### config.mk
export PLATFORM = sky130hd
export DESIGN_NAME = vram_arbiter_flat
export DESIGN_NICKNAME = d
export VERILOG_FILES = /design/src/rtl/vram_arbiter_if.sv /design/src/rtl/vram_arbiter.sv /design/src/flat_wrapper.sv
export SDC_FILE = /design/constraint.sdc
export NUM_CORES = 1
export LEC_CHECK = 0
export BUFFER_PORTS_ARGS = -buffer_cell sky130_fd_sc_hd__buf_2
export CAP_MARGIN = 5
export CORE_AREA = 5 5 73 75
export DETAILED_ROUTE_END_ITERATION = 8
export DIE_AREA = 0 0 78 80
export GPL_TIMING_DRIVEN = 0
export PLACE_DENSITY = 0.76
export SLEW_MARGIN = 20
export SYNTH_ARGS = -nofsm -noshare
export SYNTH_HDL_FRONTEND = slang
export SYNTH_SLANG_ARGS = --single-unit
### constraint.sdc
create_clock -name clk28 -period 2.64 [get_ports clk28]
set_clock_uncertainty 0.2 [all_clocks]
set_input_delay 0.66 -clock clk28 [delete_from_list [all_inputs] [get_ports clk28]]
set_output_delay 0.66 -clock clk28 [all_outputs]
set_load 0.005 [all_outputs]
### src/rtl/vram_arbiter_if.sv
// Screen / CPU / SRAM bundle around the VRAM slot arbiter.
// The arbiter takes the slave side; screen, CPU and SRAM sit on master.
interface vram_arbiter_if;
  logic        ck14;
  logic        video_want;
  logic        video_fetch;
  logic        video_up;
  logic        video_page;
  logic [14:0] video_addr;
  logic        fetch_allow;
  logic        cpu_req;
  logic        cpu_wr;
  logic [18:0] cpu_addr;
  logic [7:0]  cpu_wdata;
  logic [7:0]  cpu_rdata;
  logic        cpu_done;
  logic        cpu_wait;
  logic [18:0] ram_a;
  logic        ram_oe_n;
  logic        ram_we_n;
  logic [7:0]  ram_dout;
  logic        ram_dout_en;
  logic [7:0]  ram_din;

  modport slave (
    input  ck14, video_want, video_fetch, video_up,
    input  video_page, video_addr,
    input  cpu_req, cpu_wr, cpu_addr, cpu_wdata, ram_din,
    output fetch_allow, cpu_rdata, cpu_done, cpu_wait,
    output ram_a, ram_oe_n, ram_we_n, ram_dout, ram_dout_en
  );

  modport master (
    output ck14, video_want, video_fetch, video_up,
    output video_page, video_addr,
    output cpu_req, cpu_wr, cpu_addr, cpu_wdata, ram_din,
    input  fetch_allow, cpu_rdata, cpu_done, cpu_wait,
    input  ram_a, ram_oe_n, ram_we_n, ram_dout, ram_dout_en
  );
endinterface

### src/rtl/vram_arbiter.sv
// Slot arbiter sharing the SRAM between video fetch and Z80 requests.
// Define CPU_POSTED_WRITE_EN for a one-entry posted write buffer.
module vram_arbiter #(
  parameter int STARVE_LIMIT = 3
) (
  input logic           clk28,
  input logic           rst_n,
  vram_arbiter_if.slave b
);

  localparam int CW =
    (STARVE_LIMIT < 1) ? 1 : $clog2(STARVE_LIMIT + 1);

  typedef enum logic [1:0] {
    IDLE, VID, CPU_RD, CPU_WR
  } st_t;

  st_t         st;
  logic [CW-1:0] starve_cnt;
  logic        served;
  logic        done;
  logic [7:0]  rdata;
  logic [18:0] ram_a;
  logic        oe_n;
  logic        we_n;
  logic [7:0]  dout;
  logic        dout_en;

  logic        in_cpu;
  logic        pend;
  logic        pend_wr;
  logic        at_lim;
  logic        cpu_sel;
  logic        go_wr;
  logic        go_rd;
  logic        go_vid;
  logic [18:0] wr_a;
  logic [7:0]  wr_d;
  logic [18:0] vid_a;

  assign in_cpu = (st == CPU_RD) || (st == CPU_WR);

  // A request in its own slot is in flight, not pending.
`ifdef CPU_POSTED_WRITE_EN
  logic        wb_vld;
  logic [18:0] wb_a;
  logic [7:0]  wb_d;
  logic        take_wr;

  assign take_wr = b.cpu_req & b.cpu_wr
                 & !served & !wb_vld;
  assign pend_wr = wb_vld;
  assign pend    = !in_cpu & (wb_vld
                 | (b.cpu_req & !b.cpu_wr & !served));
  assign wr_a    = wb_a;
  assign wr_d    = wb_d;
`else
  assign pend_wr = b.cpu_wr;
  assign pend    = !in_cpu & b.cpu_req & !served;
  assign wr_a    = b.cpu_addr;
  assign wr_d    = b.cpu_wdata;
`endif

  assign at_lim  = starve_cnt == CW'(STARVE_LIMIT);
  assign cpu_sel = !b.video_want | at_lim | b.video_up;
  assign go_wr   = pend & pend_wr & cpu_sel;
  assign go_rd   = pend & !pend_wr & cpu_sel;
  assign go_vid  = !(go_wr | go_rd) & b.video_want;
  assign vid_a   = {3'b001, b.video_page, 1'b1,
                    b.video_addr[13:0]};

  assign b.fetch_allow = !(pend & at_lim);
  assign b.cpu_wait    = b.cpu_req & !served;
  assign b.cpu_done    = done;
  assign b.cpu_rdata   = rdata;
  assign b.ram_a       = ram_a;
  assign b.ram_oe_n    = oe_n;
  assign b.ram_we_n    = we_n;
  assign b.ram_dout    = dout;
  assign b.ram_dout_en = dout_en;

  always_ff @(posedge clk28 or negedge rst_n) begin
    if (!rst_n) begin
      st         <= IDLE;
      starve_cnt <= '0;
      served     <= 1'b0;
      done       <= 1'b0;
      rdata      <= '0;
      ram_a      <= '0;
      oe_n       <= 1'b1;
      we_n       <= 1'b1;
      dout       <= '0;
      dout_en    <= 1'b0;
`ifdef CPU_POSTED_WRITE_EN
      wb_vld     <= 1'b0;
      wb_a       <= '0;
      wb_d       <= '0;
`endif
    end else begin
      done <= 1'b0;
      if (!b.cpu_req) served <= 1'b0;

      if (!pend) starve_cnt <= '0;
      else if (b.ck14) begin
        if (go_vid && !at_lim)
          starve_cnt <= starve_cnt + 1'b1;
        else if (go_rd || go_wr)
          starve_cnt <= '0;
      end

`ifdef CPU_POSTED_WRITE_EN
      if (take_wr) begin
        wb_vld <= 1'b1;
        wb_a   <= b.cpu_addr;
        wb_d   <= b.cpu_wdata;
        served <= 1'b1;
        done   <= 1'b1;
      end
`endif

      if (b.ck14) begin
        if (st == CPU_RD) begin
          served <= 1'b1;
          done   <= 1'b1;
          rdata  <= b.ram_din;
        end
        if (st == CPU_WR) begin
`ifdef CPU_POSTED_WRITE_EN
          wb_vld <= 1'b0;
`else
          served <= 1'b1;
          done   <= 1'b1;
`endif
        end
        we_n <= 1'b1;
        unique case (1'b1)
          go_wr: begin
            st      <= CPU_WR;
            ram_a   <= wr_a;
            dout    <= wr_d;
            dout_en <= 1'b1;
            oe_n    <= 1'b1;
          end
          go_rd: begin
            st      <= CPU_RD;
            ram_a   <= b.cpu_addr;
            dout_en <= 1'b0;
            oe_n    <= 1'b0;
          end
          go_vid: begin
            st      <= VID;
            ram_a   <= vid_a;
            dout_en <= 1'b0;
            oe_n    <= 1'b0;
          end
          default: begin
            st      <= IDLE;
            dout_en <= 1'b0;
            oe_n    <= 1'b1;
          end
        endcase
      end else if (st == CPU_WR) begin
        // Write pulse sits in the second half of the slot.
        we_n <= 1'b0;
      end
    end
  end

endmodule

### src/flat_wrapper.sv
// flat-port wrapper written by rule: the top's interface ports become plain ports
module vram_arbiter_flat 
#(
  parameter int STARVE_LIMIT = 3
)
  (clk28, rst_n, b_ck14, b_video_want, b_video_fetch, b_video_up, b_video_page, b_video_addr, b_cpu_req, b_cpu_wr, b_cpu_addr, b_cpu_wdata, b_ram_din, b_fetch_allow, b_cpu_rdata, b_cpu_done, b_cpu_wait, b_ram_a, b_ram_oe_n, b_ram_we_n, b_ram_dout, b_ram_dout_en);
  vram_arbiter_if b_i ();
  input logic clk28;
  input logic rst_n;
  input wire logic [$bits(b_i.ck14)-1:0] b_ck14;
  input wire logic [$bits(b_i.video_want)-1:0] b_video_want;
  input wire logic [$bits(b_i.video_fetch)-1:0] b_video_fetch;
  input wire logic [$bits(b_i.video_up)-1:0] b_video_up;
  input wire logic [$bits(b_i.video_page)-1:0] b_video_page;
  input wire logic [$bits(b_i.video_addr)-1:0] b_video_addr;
  input wire logic [$bits(b_i.cpu_req)-1:0] b_cpu_req;
  input wire logic [$bits(b_i.cpu_wr)-1:0] b_cpu_wr;
  input wire logic [$bits(b_i.cpu_addr)-1:0] b_cpu_addr;
  input wire logic [$bits(b_i.cpu_wdata)-1:0] b_cpu_wdata;
  input wire logic [$bits(b_i.ram_din)-1:0] b_ram_din;
  output wire logic [$bits(b_i.fetch_allow)-1:0] b_fetch_allow;
  output wire logic [$bits(b_i.cpu_rdata)-1:0] b_cpu_rdata;
  output wire logic [$bits(b_i.cpu_done)-1:0] b_cpu_done;
  output wire logic [$bits(b_i.cpu_wait)-1:0] b_cpu_wait;
  output wire logic [$bits(b_i.ram_a)-1:0] b_ram_a;
  output wire logic [$bits(b_i.ram_oe_n)-1:0] b_ram_oe_n;
  output wire logic [$bits(b_i.ram_we_n)-1:0] b_ram_we_n;
  output wire logic [$bits(b_i.ram_dout)-1:0] b_ram_dout;
  output wire logic [$bits(b_i.ram_dout_en)-1:0] b_ram_dout_en;
  assign b_i.ck14 = b_ck14;
  assign b_i.video_want = b_video_want;
  assign b_i.video_fetch = b_video_fetch;
  assign b_i.video_up = b_video_up;
  assign b_i.video_page = b_video_page;
  assign b_i.video_addr = b_video_addr;
  assign b_i.cpu_req = b_cpu_req;
  assign b_i.cpu_wr = b_cpu_wr;
  assign b_i.cpu_addr = b_cpu_addr;
  assign b_i.cpu_wdata = b_cpu_wdata;
  assign b_i.ram_din = b_ram_din;
  assign b_fetch_allow = b_i.fetch_allow;
  assign b_cpu_rdata = b_i.cpu_rdata;
  assign b_cpu_done = b_i.cpu_done;
  assign b_cpu_wait = b_i.cpu_wait;
  assign b_ram_a = b_i.ram_a;
  assign b_ram_oe_n = b_i.ram_oe_n;
  assign b_ram_we_n = b_i.ram_we_n;
  assign b_ram_dout = b_i.ram_dout;
  assign b_ram_dout_en = b_i.ram_dout_en;
  vram_arbiter #(.STARVE_LIMIT(STARVE_LIMIT)) u_core (.clk28(clk28), .rst_n(rst_n), .b(b_i));
endmodule
==> impl_metrics.yaml <==
outcome:
  status: "completed"
logic_synthesis:
  synth_cell_type_count: 36
  synth.area.top_cells: "dfrtp_1, mux2_2, o221a_2, nand3b_1, dfstp_2"
  syn-cell-area_um2: 1960
  ys_ff_latch: 44
  synth-main-ff-cell: "dfrtp_1"
  ys_seq_area_share_pct: 56.2
  synth_edf_count: 0
  yosysWarnings: 0
  yosysTopAreaCell: "dfrtp_1"
  yosysTopAreaCellShare_pct: 53.5
  synthCells: 150
  synth_fp_nets: 210
  avgSynthCellArea_um2: 13.1
  async_flop_share_pct: 100
floorplanning:
  io_pins: 100
  core-area_um2: 4600
  placementRows: 25
  start_util_pct: 42.7
  design.die.area_um2: 6240
  die_x_um: 78
  fp.dieH_um: 80
worst_setup_path:
  r2r_cells: 5
  worstSetupPathType: "in -> out"
  path_max_fanout: 6
  cp.required_ps: 1780
  cp_num_buf_inv: 2
  cp_common_cell: "buf_2"
  critPathMaxStageDelay_ps: 550
  regToRegStartpoint: "u_core.starve_cnt[0]$_DFFE_PN0P_"
  cp.arrival_ps: 1600
  end_kind: "output pin"
  crit_family: "simple AND/OR/NAND/NOR gates"
  critPathCapture: "b_fetch_allow"
  cp_cell_sequence: "buf_2 -> nor3b_1 -> nand2_1 -> buf_2"
  worstSetupStartpoint: "b_cpu_req"
  crit_path_start_kind: "input pin"
  cp.depth: 4
  r2r_end: "u_core.b.ram_dout[0]$_DFFE_PN0P_"
  slowest_stage: "nor3b_1"
  reg2reg_slack_ps: 530
grt:
  grtUsageTotal_pct: 15.5
  antenna_found_initial: 0
  grt_pass1_wl_mm: 7.89
  grt_max_degree: 45
  gr-total-overflow: 0
  grt_pass1_vias: 1678
power:
  pwr-share-seq_pct: 50.6
  p_leak_uw: 0.00123
  power.internal_uw: 1330
  powerDensity_nw_per_um2: 711
  ir_drop_mv: 0.297
  switchingPower_uw: 517
  switching_share_pct: 27.9
  clkPwrFrac_pct: 21.6
  comb_power_share_pct: 27.9
cells_and_area:
  design.final.nets: 314
  num_antenna_cells: 0
  area_delta_synth_final_pct: 32.6
  post-route-util_pct: 56.6
  layout-drive-gt1-share_pct: 58.0
detailed_routing:
  dr.pass1.iters: 4
  vias: 1591
  drcViolationCount: 0
  avgRoutedWirePerCell_um: 14.7
  vias_per_cell: 5.15
  wl_mm: 4.53
  antenna_left: 0
  drt_iter0_markers: 36
clock_network:
  cts-htree-levels: 2
  cts_hold_buf: 0
  clk_pin_slew_ps: 80
  cts_made_buffers: 5
  cts.sinks: 44
  cts_tree: "built"
  root_buffer: "clkbuf_8"
  cts-resized-gates: 0
  clockBufferDepth: 2
  worstSkewPairLatency_ps: 280
  cts_setup_buffers: 0
hold_path:
  worstHoldPathType: "reg -> reg"
job:
  drv_cap: 0
sta:
  fin_tns_setup_ps: 0
  setup_violations: 0
  worst_slew_pin_slew_ps: 933
  rsz0062_at_grt: "false"
  slew_headroom_pct: 37.8
  hold_viol: 0
  period_share_pct: 93.0
  layout_setup_ws_ps: 185
  fin_crit_ps: 2460
  slew_violations: 0
  max_freq_ghz: 0.407
placed_design:
  gp_congestion: 0.729
  io_buffer_count: 97
  dp_hpwl_mm: 3.53
  pre_cts_slack_ps: 184
cells in the final DEF, fill, tap and decap left out:
cell / count
o211ai_4: 1
buf_6: 2
clkbuf_8: 5
ha_1: 1
a21oi_4: 1
nand2b_1: 1
or3b_1: 2
mux2_2: 16
nor3b_1: 1
or3_1: 1
nand3_2: 1
nand3b_1: 15
a21o_1: 1
buf_2: 100
o221ai_1: 2
a22o_1: 2
nor2_1: 2
o22ai_1: 2
a22oi_1: 2
o32ai_1: 2
clkbuf_1: 1
buf_4: 1
clkinv_2: 2
and4bb_2: 1
clkinv_4: 1
dfstp_2: 2
nand2_1: 10
dfrtp_1: 42
a21oi_1: 6
o221a_2: 15
o21a_1: 1
buf_1: 2
nand4_1: 1
inv_1: 2
clkinv_1: 1
or4bb_1: 1
and2_1: 1
o21ai_0: 4
nor2b_1: 1
layer usage:
layer / vias up / global-route usage [%] / wire length, µm
li1: 778 / - / -
met1: 735 / 20.0 / 2010
met2: 72 / 24.5 / 2020
met3: 6 / 5.53 / 472
met4: 0 / 4.73 / 36
met5: - / 0 / 0
cell usage after synthesis (3+ instances only):
master     n
mux2_2    16
nand2_1   10
buf_2      3
a21oi_1    6
dfrtp_1   42
o21ai_0    4
nand3b_1  15
o221a_2   15
metrics by stage:
step / power [µW] / hold slack [ps] / instances / instance area, µm²
after detailed placement: 1480 / 254 / 301 / 2520
after floorplan: 1200 / 164 / 150 / 1960
final: 1850 / 260 / 309 / 2600
after global placement: 1460 / 255 / 301 / 2520
after CTS: 1890 / 268 / 309 / 2600
after global routing: 1990 / 299 / 309 / 2600
worst min-delay path, cell delays in order (launching register included):
cell	delay [ps]
dfstp_2	380
nand2_1	50
nand2_1	40
how the worst min path moves through the flow:
stage,start,end,slack (ps),cells past startpoint
2_1_floorplan,rst_n,u_core.b.cpu_done$_DFF_PN0_,160,0
3_3_place_gp,u_core.b.ram_we_n$_DFFE_PN1P_,u_core.b.ram_we_n$_DFFE_PN1P_,260,2
3_5_place_dp,u_core.b.ram_we_n$_DFFE_PN1P_,u_core.b.ram_we_n$_DFFE_PN1P_,250,2
4_1_cts,u_core.b.ram_we_n$_DFFE_PN1P_,u_core.b.ram_we_n$_DFFE_PN1P_,270,2
5_1_grt,u_core.b.ram_we_n$_DFFE_PN1P_,u_core.b.ram_we_n$_DFFE_PN1P_,300,2
6_report,u_core.b.ram_we_n$_DFFE_PN1P_,u_core.b.ram_we_n$_DFFE_PN1P_,260,2
power groups by stage:
| stage | clock, µW | combinational, µW | sequential [µW] |
|---|---|---|---|
| after floorplan | 0 | 240 | 959 |
| after global placement | 0 | 516 | 941 |
| after detailed placement | 0 | 531 | 946 |
| after CTS | 427 | 530 | 936 |
| after global routing | 449 | 578 | 960 |
| final | 399 | 515 | 936 |
state kept, by name, summed over array words and instances, names as in the netlist:
signal                cells
u_core.b.ram_a           19
u_core.starve_cnt         2
u_core.st                 2
u_core.b.ram_dout_en      1
u_core.b.ram_dout         8
u_core.served             1
u_core.b.ram_oe_n         1
u_core.b.cpu_done         1
u_core.b.cpu_rdata        8
u_core.b.ram_we_n         1
final cells by class:
cell class / count / area, µm²
fillers: 397 / 1990
inverters: 3 / 11.3
plain buffers: 9 / 56.3
repair buffers: 97 / 485
well taps: 54 / 67.6
multi-input cells: 94 / 792
clock buffers: 5 / 68.8
clock inverters: 3 / 18.8
flip-flops and latches: 44 / 1100
cell families (layout without fill, tap and decap cells):
| kind of cell | after synthesis | in the layout | share of synthesized area (%) |
|---|---|---|---|
| flops | 44 | 44 | 56.2 |
| mux | 16 | 16 | 9.18 |
| buf+inv | 12 | 117 | 3.44 |
| compound gates | 39 | 39 | 17.9 |
| fa+ha+maj | 1 | 1 | 0.637 |
| simple gates | 38 | 38 | 12.6 |
(Power assumes the default switching activity.)
